==> src/rtl/junction_pkg.sv <==
// Shared types and constants for the two-road junction controller.
// Holds the state enum (codes double as the external phase value), the
// lamp encodings, the elapsed-counter width and a lamp decode helper.
// Optional feature macro: JUNCTION_PED_EN adds the PED_WALK state (code 9).
package junction_pkg;

  localparam int unsigned ELAPSED_W = 8;
  localparam int unsigned LIGHT_W   = 3;
  localparam int unsigned PHASE_W   = 4;

  // Lamp encoding {red, amber, green}
  localparam logic [LIGHT_W-1:0] LIGHT_RED      = 3'b100;
  localparam logic [LIGHT_W-1:0] LIGHT_REDAMBER = 3'b110;
  localparam logic [LIGHT_W-1:0] LIGHT_GREEN    = 3'b001;
  localparam logic [LIGHT_W-1:0] LIGHT_AMBER    = 3'b010;

  typedef enum logic [PHASE_W-1:0] {
    A_GO       = 4'd0,
    A_AMBER    = 4'd1,
    ALLRED_AB  = 4'd2,
    B_REDAMBER = 4'd3,
    B_GO       = 4'd4,
    B_AMBER    = 4'd5,
    ALLRED_BA  = 4'd6,
    A_REDAMBER = 4'd7,
    FAULT      = 4'd8
`ifdef JUNCTION_PED_EN
    ,
    PED_WALK   = 4'd9
`endif
  } state_e;

  typedef struct packed {
    logic [LIGHT_W-1:0] a;
    logic [LIGHT_W-1:0] b;
  } lights_t;

  // Lamp pattern for a state; the road not being served always shows red.
  function automatic lights_t decode_lights(input state_e s);
    lights_t l;
    l.a = LIGHT_RED;
    l.b = LIGHT_RED;
    case (s)
      A_GO:       l.a = LIGHT_GREEN;
      A_AMBER:    l.a = LIGHT_AMBER;
      A_REDAMBER: l.a = LIGHT_REDAMBER;
      B_GO:       l.b = LIGHT_GREEN;
      B_AMBER:    l.b = LIGHT_AMBER;
      B_REDAMBER: l.b = LIGHT_REDAMBER;
      default:    ;
    endcase
    return l;
  endfunction

endpackage

==> src/rtl/junction_controller_phase_timer.sv <==
// Elapsed-tick counter for the current phase.
// Ports: clk, rst_n (async, active-low), clear (state entry), tick (timebase
// strobe), elapsed (ticks since entry, saturating at all-ones).
module phase_timer
  import junction_pkg::*;
(
  input  logic                 clk,
  input  logic                 rst_n,
  input  logic                 clear,
  input  logic                 tick,
  output logic [ELAPSED_W-1:0] elapsed
);

  localparam logic [ELAPSED_W-1:0] SAT = '1;

  // Clear has priority so a new phase always starts from zero.
  always_ff @(posedge clk or negedge rst_n) begin
    if (!rst_n) begin
      elapsed <= '0;
    end else if (clear) begin
      elapsed <= '0;
    end else if (tick && (elapsed != SAT)) begin
      elapsed <= elapsed + ELAPSED_W'(1);
    end
  end

endmodule

==> src/rtl/junction_controller.sv <==
// Two-road junction signal controller with demand-actuated green,
// fixed amber / red+amber / all-red clearance and a fault safe state.
// Ports:
//   clk, rst_n         clock, asynchronous active-low reset
//   tick               one-cycle timebase strobe; all timed exits happen on it
//   req_a, req_b       vehicle demand levels for roads A and B
//   fault              forces both roads red while high
//   lights_a, lights_b {red,amber,green} lamps, registered
//   phase              current state code, registered
//   ped_req, ped_walk  pedestrian button / walk lamp (JUNCTION_PED_EN only)
// Optional feature macro: JUNCTION_PED_EN inserts a pedestrian walk phase
// after an all-red clearance when a pedestrian request is pending.
module junction_controller
  import junction_pkg::*;
#(
  parameter int unsigned T_MIN_GREEN = 4,
  parameter int unsigned T_MAX_GREEN = 12,
  parameter int unsigned T_AMBER     = 2,
  parameter int unsigned T_REDAMBER  = 1,
  parameter int unsigned T_ALLRED    = 1,
  parameter int unsigned T_WALK      = 6
) (
  input  logic               clk,
  input  logic               rst_n,
  input  logic               tick,
  input  logic               req_a,
  input  logic               req_b,
  input  logic               fault,
`ifdef JUNCTION_PED_EN
  input  logic               ped_req,
  output logic               ped_walk,
`endif
  output logic [LIGHT_W-1:0] lights_a,
  output logic [LIGHT_W-1:0] lights_b,
  output logic [PHASE_W-1:0] phase
);

  localparam int unsigned CNT_W = ELAPSED_W + 1;

  // Last elapsed value of each fixed-length phase (exit when reached on a tick).
  localparam logic [ELAPSED_W-1:0] AMBER_LAST    = ELAPSED_W'(T_AMBER - 1);
  localparam logic [ELAPSED_W-1:0] REDAMBER_LAST = ELAPSED_W'(T_REDAMBER - 1);
  localparam logic [ELAPSED_W-1:0] ALLRED_LAST   = ELAPSED_W'(T_ALLRED - 1);
  localparam logic [CNT_W-1:0]     MIN_GREEN_CNT = CNT_W'(T_MIN_GREEN);
  localparam logic [CNT_W-1:0]     MAX_GREEN_CNT = CNT_W'(T_MAX_GREEN);
`ifdef JUNCTION_PED_EN
  localparam logic [ELAPSED_W-1:0] WALK_LAST     = ELAPSED_W'(T_WALK - 1);
`endif

  // Elaboration-time guard on timing parameters.
  if ((T_MIN_GREEN < 1) || (T_MIN_GREEN > 255) ||
      (T_MAX_GREEN < 1) || (T_MAX_GREEN > 255) ||
      (T_AMBER < 1)     || (T_AMBER > 255)     ||
      (T_REDAMBER < 1)  || (T_REDAMBER > 255)  ||
      (T_ALLRED < 1)    || (T_ALLRED > 255)    ||
      (T_WALK < 1)      || (T_WALK > 255)      ||
      (T_MAX_GREEN < T_MIN_GREEN)) begin : g_param_check
    $error("junction_controller: timing parameter out of range");
  end

  state_e                 state_q, state_d;
  logic                   pend_a_q, pend_a_d;
  logic                   pend_b_q, pend_b_d;
  logic [ELAPSED_W-1:0]   elapsed;
  logic [CNT_W-1:0]       el_inc;
  logic                   a_green_done, b_green_done;
  logic                   timer_clear;
  lights_t                lights_d;
`ifdef JUNCTION_PED_EN
  logic                   pend_ped_q, pend_ped_d;
  logic                   ped_dir_b_q, ped_dir_b_d;
`endif

  phase_timer u_timer (
    .clk     (clk),
    .rst_n   (rst_n),
    .clear   (timer_clear),
    .tick    (tick),
    .elapsed (elapsed)
  );

  // Ticks completed including the current one, used for green limits.
  assign el_inc       = {1'b0, elapsed} + CNT_W'(1);
  assign a_green_done = (el_inc >= MAX_GREEN_CNT) || ((el_inc >= MIN_GREEN_CNT) && !req_a);
  assign b_green_done = (el_inc >= MAX_GREEN_CNT) || ((el_inc >= MIN_GREEN_CNT) && !req_b);
  assign timer_clear  = (state_d != state_q);

  // Next-state, demand latches and next output values.
  always_comb begin
    state_d  = state_q;
    pend_a_d = pend_a_q;
    pend_b_d = pend_b_q;
`ifdef JUNCTION_PED_EN
    pend_ped_d  = pend_ped_q;
    ped_dir_b_d = ped_dir_b_q;
`endif

    if (fault) begin
      state_d = FAULT;
    end else begin
      case (state_q)
        A_GO:       if (tick && pend_b_q && a_green_done) state_d = A_AMBER;
        A_AMBER:    if (tick && (elapsed == AMBER_LAST)) state_d = ALLRED_AB;
        ALLRED_AB:  if (tick && (elapsed == ALLRED_LAST)) begin
`ifdef JUNCTION_PED_EN
                      if (pend_ped_q) begin
                        state_d     = PED_WALK;
                        ped_dir_b_d = 1'b1;
                      end else
`endif
                      state_d = B_REDAMBER;
                    end
        B_REDAMBER: if (tick && (elapsed == REDAMBER_LAST)) state_d = B_GO;
        B_GO:       if (tick && pend_a_q && b_green_done) state_d = B_AMBER;
        B_AMBER:    if (tick && (elapsed == AMBER_LAST)) state_d = ALLRED_BA;
        ALLRED_BA:  if (tick && (elapsed == ALLRED_LAST)) begin
`ifdef JUNCTION_PED_EN
                      if (pend_ped_q) begin
                        state_d     = PED_WALK;
                        ped_dir_b_d = 1'b0;
                      end else
`endif
                      state_d = A_REDAMBER;
                    end
        A_REDAMBER: if (tick && (elapsed == REDAMBER_LAST)) state_d = A_GO;
        FAULT:      state_d = ALLRED_BA;
`ifdef JUNCTION_PED_EN
        PED_WALK:   if (tick && (elapsed == WALK_LAST))
                      state_d = ped_dir_b_q ? B_REDAMBER : A_REDAMBER;
`endif
        default:    state_d = ALLRED_BA;
      endcase
    end

    // Demand latches: set by opposing-road request, cleared when served.
    if (fault) begin
      pend_a_d = 1'b0;
      pend_b_d = 1'b0;
`ifdef JUNCTION_PED_EN
      pend_ped_d = 1'b0;
`endif
    end else begin
      if (req_a && (state_q != A_GO) && (state_q != A_REDAMBER)) pend_a_d = 1'b1;
      if (req_b && (state_q != B_GO) && (state_q != B_REDAMBER)) pend_b_d = 1'b1;
      if ((state_d == A_GO) && (state_q != A_GO)) pend_a_d = 1'b0;
      if ((state_d == B_GO) && (state_q != B_GO)) pend_b_d = 1'b0;
`ifdef JUNCTION_PED_EN
      if (ped_req && (state_q != PED_WALK)) pend_ped_d = 1'b1;
      if ((state_d == PED_WALK) && (state_q != PED_WALK)) pend_ped_d = 1'b0;
`endif
    end

    lights_d = decode_lights(state_d);
  end

  // State, latches and registered Moore outputs.
  always_ff @(posedge clk or negedge rst_n) begin
    if (!rst_n) begin
      state_q  <= ALLRED_BA;
      pend_a_q <= 1'b0;
      pend_b_q <= 1'b0;
      lights_a <= LIGHT_RED;
      lights_b <= LIGHT_RED;
      phase    <= PHASE_W'(ALLRED_BA);
`ifdef JUNCTION_PED_EN
      pend_ped_q  <= 1'b0;
      ped_dir_b_q <= 1'b0;
      ped_walk    <= 1'b0;
`endif
    end else begin
      state_q  <= state_d;
      pend_a_q <= pend_a_d;
      pend_b_q <= pend_b_d;
      lights_a <= lights_d.a;
      lights_b <= lights_d.b;
      phase    <= PHASE_W'(state_d);
`ifdef JUNCTION_PED_EN
      pend_ped_q  <= pend_ped_d;
      ped_dir_b_q <= ped_dir_b_d;
      ped_walk    <= (state_d == PED_WALK);
`endif
    end
  end

endmodule

==> config.mk <==
export PLATFORM = sky130hd
export DESIGN_NAME = junction_controller
export DESIGN_NICKNAME = d
export VERILOG_FILES = /design/src/rtl/junction_pkg.sv /design/src/rtl/junction_controller_phase_timer.sv /design/src/rtl/junction_controller.sv
export SDC_FILE = /design/constraint.sdc
export NUM_CORES = 1
export LEC_CHECK = 0
export CAP_MARGIN = 20
export CORE_MARGIN = 2
export CORE_UTILIZATION = 26
export DETAILED_ROUTE_END_ITERATION = 7
export SYNTH_ARGS = -nofsm -noshare
export SYNTH_HDL_FRONTEND = slang
export SYNTH_SLANG_ARGS = --single-unit
==> constraint.sdc <==
create_clock -name clk -period 2.6 [get_ports clk]
set_clock_uncertainty 0.05 [all_clocks]
set_input_delay 0.26 -clock clk [delete_from_list [all_inputs] [get_ports clk]]
set_output_delay 0.26 -clock clk [all_outputs]
set_load 0.005 [all_outputs]
==> metrics.yaml, run 1 <==
run_status:
  outcome: "finished, final reports clean"
setup_path:
  required_ns: 2.76
  cp_data_arrival_time_ns: 2.58
  cp-end-kind: "register"
  crit_path_start_kind: "register"
  worstPathMaxFanout: 8
  crit_type: "reg2reg"
clock_tree:
  clockBufferDepth: 2
  cts-root-buf: "clkbuf_8"
  cts_tree: "yes"
  clk_latency_ns: 0.27
  cts_buffers: 3
  cts_hold_buf: 0
  postCtsSetupBuffers: 0
  clkSlewWorstSetupHoldPaths_ns: 0.09
  clock-sinks: 20
  htreeDepth: 1
yosys:
  synth_area_per_cell_sq_um: 8.366
  synth_flop_cell: "dfrtp_1"
  synth.largest_area_cell: "dfrtp_1"
  yosysTopAreaCellShare: 0.2883
  ys_seq_area_frac: 0.3640
  synth_area_leaders: "dfrtp_1 (29%), dfstp_2 (7.6%), nor2_1 (5.1%), nand2_1 (3.8%), mux2i_1 (3.6%)"
  syn_inst: 166
  ys_ff_latch: 20
  synth_edf_count: 0
  async_flop_share: 1.000
  ys_top_cells_by_count: "nor2_1 (19), dfrtp_1 (16), nand2_1 (14)"
  synth.cell_area_sq_mm: 0.001389
  synth_nets: 175
  synth.most_common_cell: "nor2_1"
  ys_types: 47
  yosysWarnings: 0
cells_and_area:
  n_fill_cell: 583
  finalNonFillerCells: 251
  drive_above_1_share: 0.1436
  stdcell_area_sq_mm: 0.001703
  diodes: 0
  final_nets: 191
  final_core_util: 0.3313
  area_growth_pct: 22.61
routing:
  via_per_inst: 5.151
  wl_um: 3480
  ant_nets: 0
  drt_iter0_drc: 70
  first_pass_iters: 6
  vias: 1293
  avgRoutedWirePerCell_um: 13.86
  route.detailed.drc: 0
sta:
  rsz0062_at_grt: "no"
  fmax_ghz: 0.4132
  maxSlewViolCount: 0
  setup_viol: 0
  timing.final.ws_setup_ns: 0.1798
  relSlewSlack: 0.7032
  finalCritPeriodShare: 0.9308
  hold_ws_ns: 0.2714
  setup_tns_ns: 0
  hold_viol: 0
  period_needed_ns: 2.420
  worst_slew_pin_slew_ns: 0.4412
floorplan:
  die_w_um: 77.09
  coreArea_sq_mm: 0.005140
  rows: 26
  die_h_um: 77.09
  initial_core_util: 0.2702
  die_area_sq_mm: 0.005942
  io_pins: 16
placement:
  dp_cells: 247
  placed_area_sq_mm: 0.001630
  dpl.hpwl_um: 2569
  pre_cts_slack_ns: 0.01807
  port_buffers: 15
  gp_congestion: 0.7967
power:
  p_leak_nw: 0.6744
  ir_worst_vdd_v: 0.0002214
  powerDensity_mw_per_mm2: 458.5
  finalPower_mw: 0.7807
global_routing:
  grt_antenna_before_repair: 0
  grt_pass1_vias: 1154
  track_usage: 0.1252
  grt_max_degree: 21
  grt_first_pass_wirelength_um: 6009
  grt.overflow.total: 0
flow_run:
  max-cap-violations: 0
worst_hold_path:
  min_path_type: "in2async"
==> worst max-delay path: stages, from the launching register on <==
cell     delay (ns)
dfrtp_1        0.49
or4b_4         0.61
o311a_1        0.37
o21ai_1        0.16
o21ai_0        0.14
nor2_1         0.33
a31o_2         0.21
==> state kept, by name, indices dropped and copies added, names as in the netlist <==
signal / cells
lights_a: 3
pend_b_q: 1
lights_b: 3
u_timer.elapsed: 8
pend_a_q: 1
state_q: 4
==> where the power goes <==
group | switching (mW) | internal [mW] | total [mW]
Sequential | 0.0168 | 0.325 | 0.342
Clock | 0.121 | 0.206 | 0.327
Combinational | 0.0573 | 0.0547 | 0.112
Total | 0.195 | 0.585 | 0.781
==> layer usage <==
layer / routed length, um / GRT usage / part of all wire
met5: 0 / 0 / 0
met4: 36 / 0.02321 / 0.010
met3: 252 / 0.03647 / 0.072
met2: 1509 / 0.1860 / 0.43
met1: 1683 / 0.1808 / 0.48
==> what timing repair did <==
item / 4_1_cts / 5_1_grt
setup endpoints to repair: 0 / 3
gates resized for setup: 0 / 1
hold endpoints to repair: 0 / 0
==> layout make-up <==
type,instances,area (sq um),share of cell area
clock buffer,3,41.29,0.02425
clock inverter,1,30.03,0.01763
tap,70,87.58,0.05143
multi-input combinational,125,793.3,0.4658
inverter,9,33.78,0.01984
sequential,20,506.7,0.2976
timing repair buffer,23,210.2,0.1234
==> path summary, 6_finish.rpt <==
path	slack, ns	to	start	cells past startpoint
worst max-delay path	0.18	u_timer.elapsed[5]	u_timer.elapsed[5]	6
worst min-delay path	0.27	u_timer.elapsed[6]	rst_n	2
min in group clk	0.53	pend_b_q	pend_b_q	2
worst max register to register	0.18	u_timer.elapsed[5]	u_timer.elapsed[5]	6
max in group asynchronous	1.95	state_q[1]	rst_n	2
worst min register to register	0.53	pend_b_q	pend_b_q	2
==> kinds of logic (layout without fill, tap and decap cells) <==
family | Yosys count | in the layout | share of synthesized area
adders and majority gates | 3 | 3 | 0.02703
muxes | 5 | 5 | 0.03604
buffers and inverters | 21 | 36 | 0.06486
and+or+nand+nor | 74 | 74 | 0.2910
AOI/OAI and AO/OA | 39 | 39 | 0.1919
xor gates and xnor gates | 4 | 4 | 0.02522
DFF | 20 | 20 | 0.3640
==> placed cells by master, fill, tap and decap left out, types with 2 or more instances in the layout <==
cell type and n:
nand3_1 4, dfrtp_1 15, buf_4 8, nor4_1 2
xnor2_1 4, clkbuf_8 3, ha_1 3, a31o_2 2
or2_2 2, a31oi_1 3, nand4_1 4, nor2b_1 3
a21oi_1 7, inv_1 9, o211ai_1 2, clkdlybuf4s50_1 15
or3_1 3, dfstp_2 4, nor3_1 10, a211oi_1 3
mux2i_1 5, and3_1 3, o21a_1 4, nor2_1 19
o21ai_0 7, nand2_1 14
(Power assumes the default switching activity.)
==> run 2: changes to the inputs <==
--- a/config.mk
+++ b/config.mk
@@ -9,6 +9,7 @@
 export CORE_MARGIN = 2
 export CORE_UTILIZATION = 26
 export DETAILED_ROUTE_END_ITERATION = 7
+export HOLD_SLACK_MARGIN = 0.02
 export SYNTH_ARGS = -nofsm -noshare
 export SYNTH_HDL_FRONTEND = slang
 export SYNTH_SLANG_ARGS = --single-unit
==> results of run 2 <==
Final layout, timing and power as in run 1 (identical DEF).
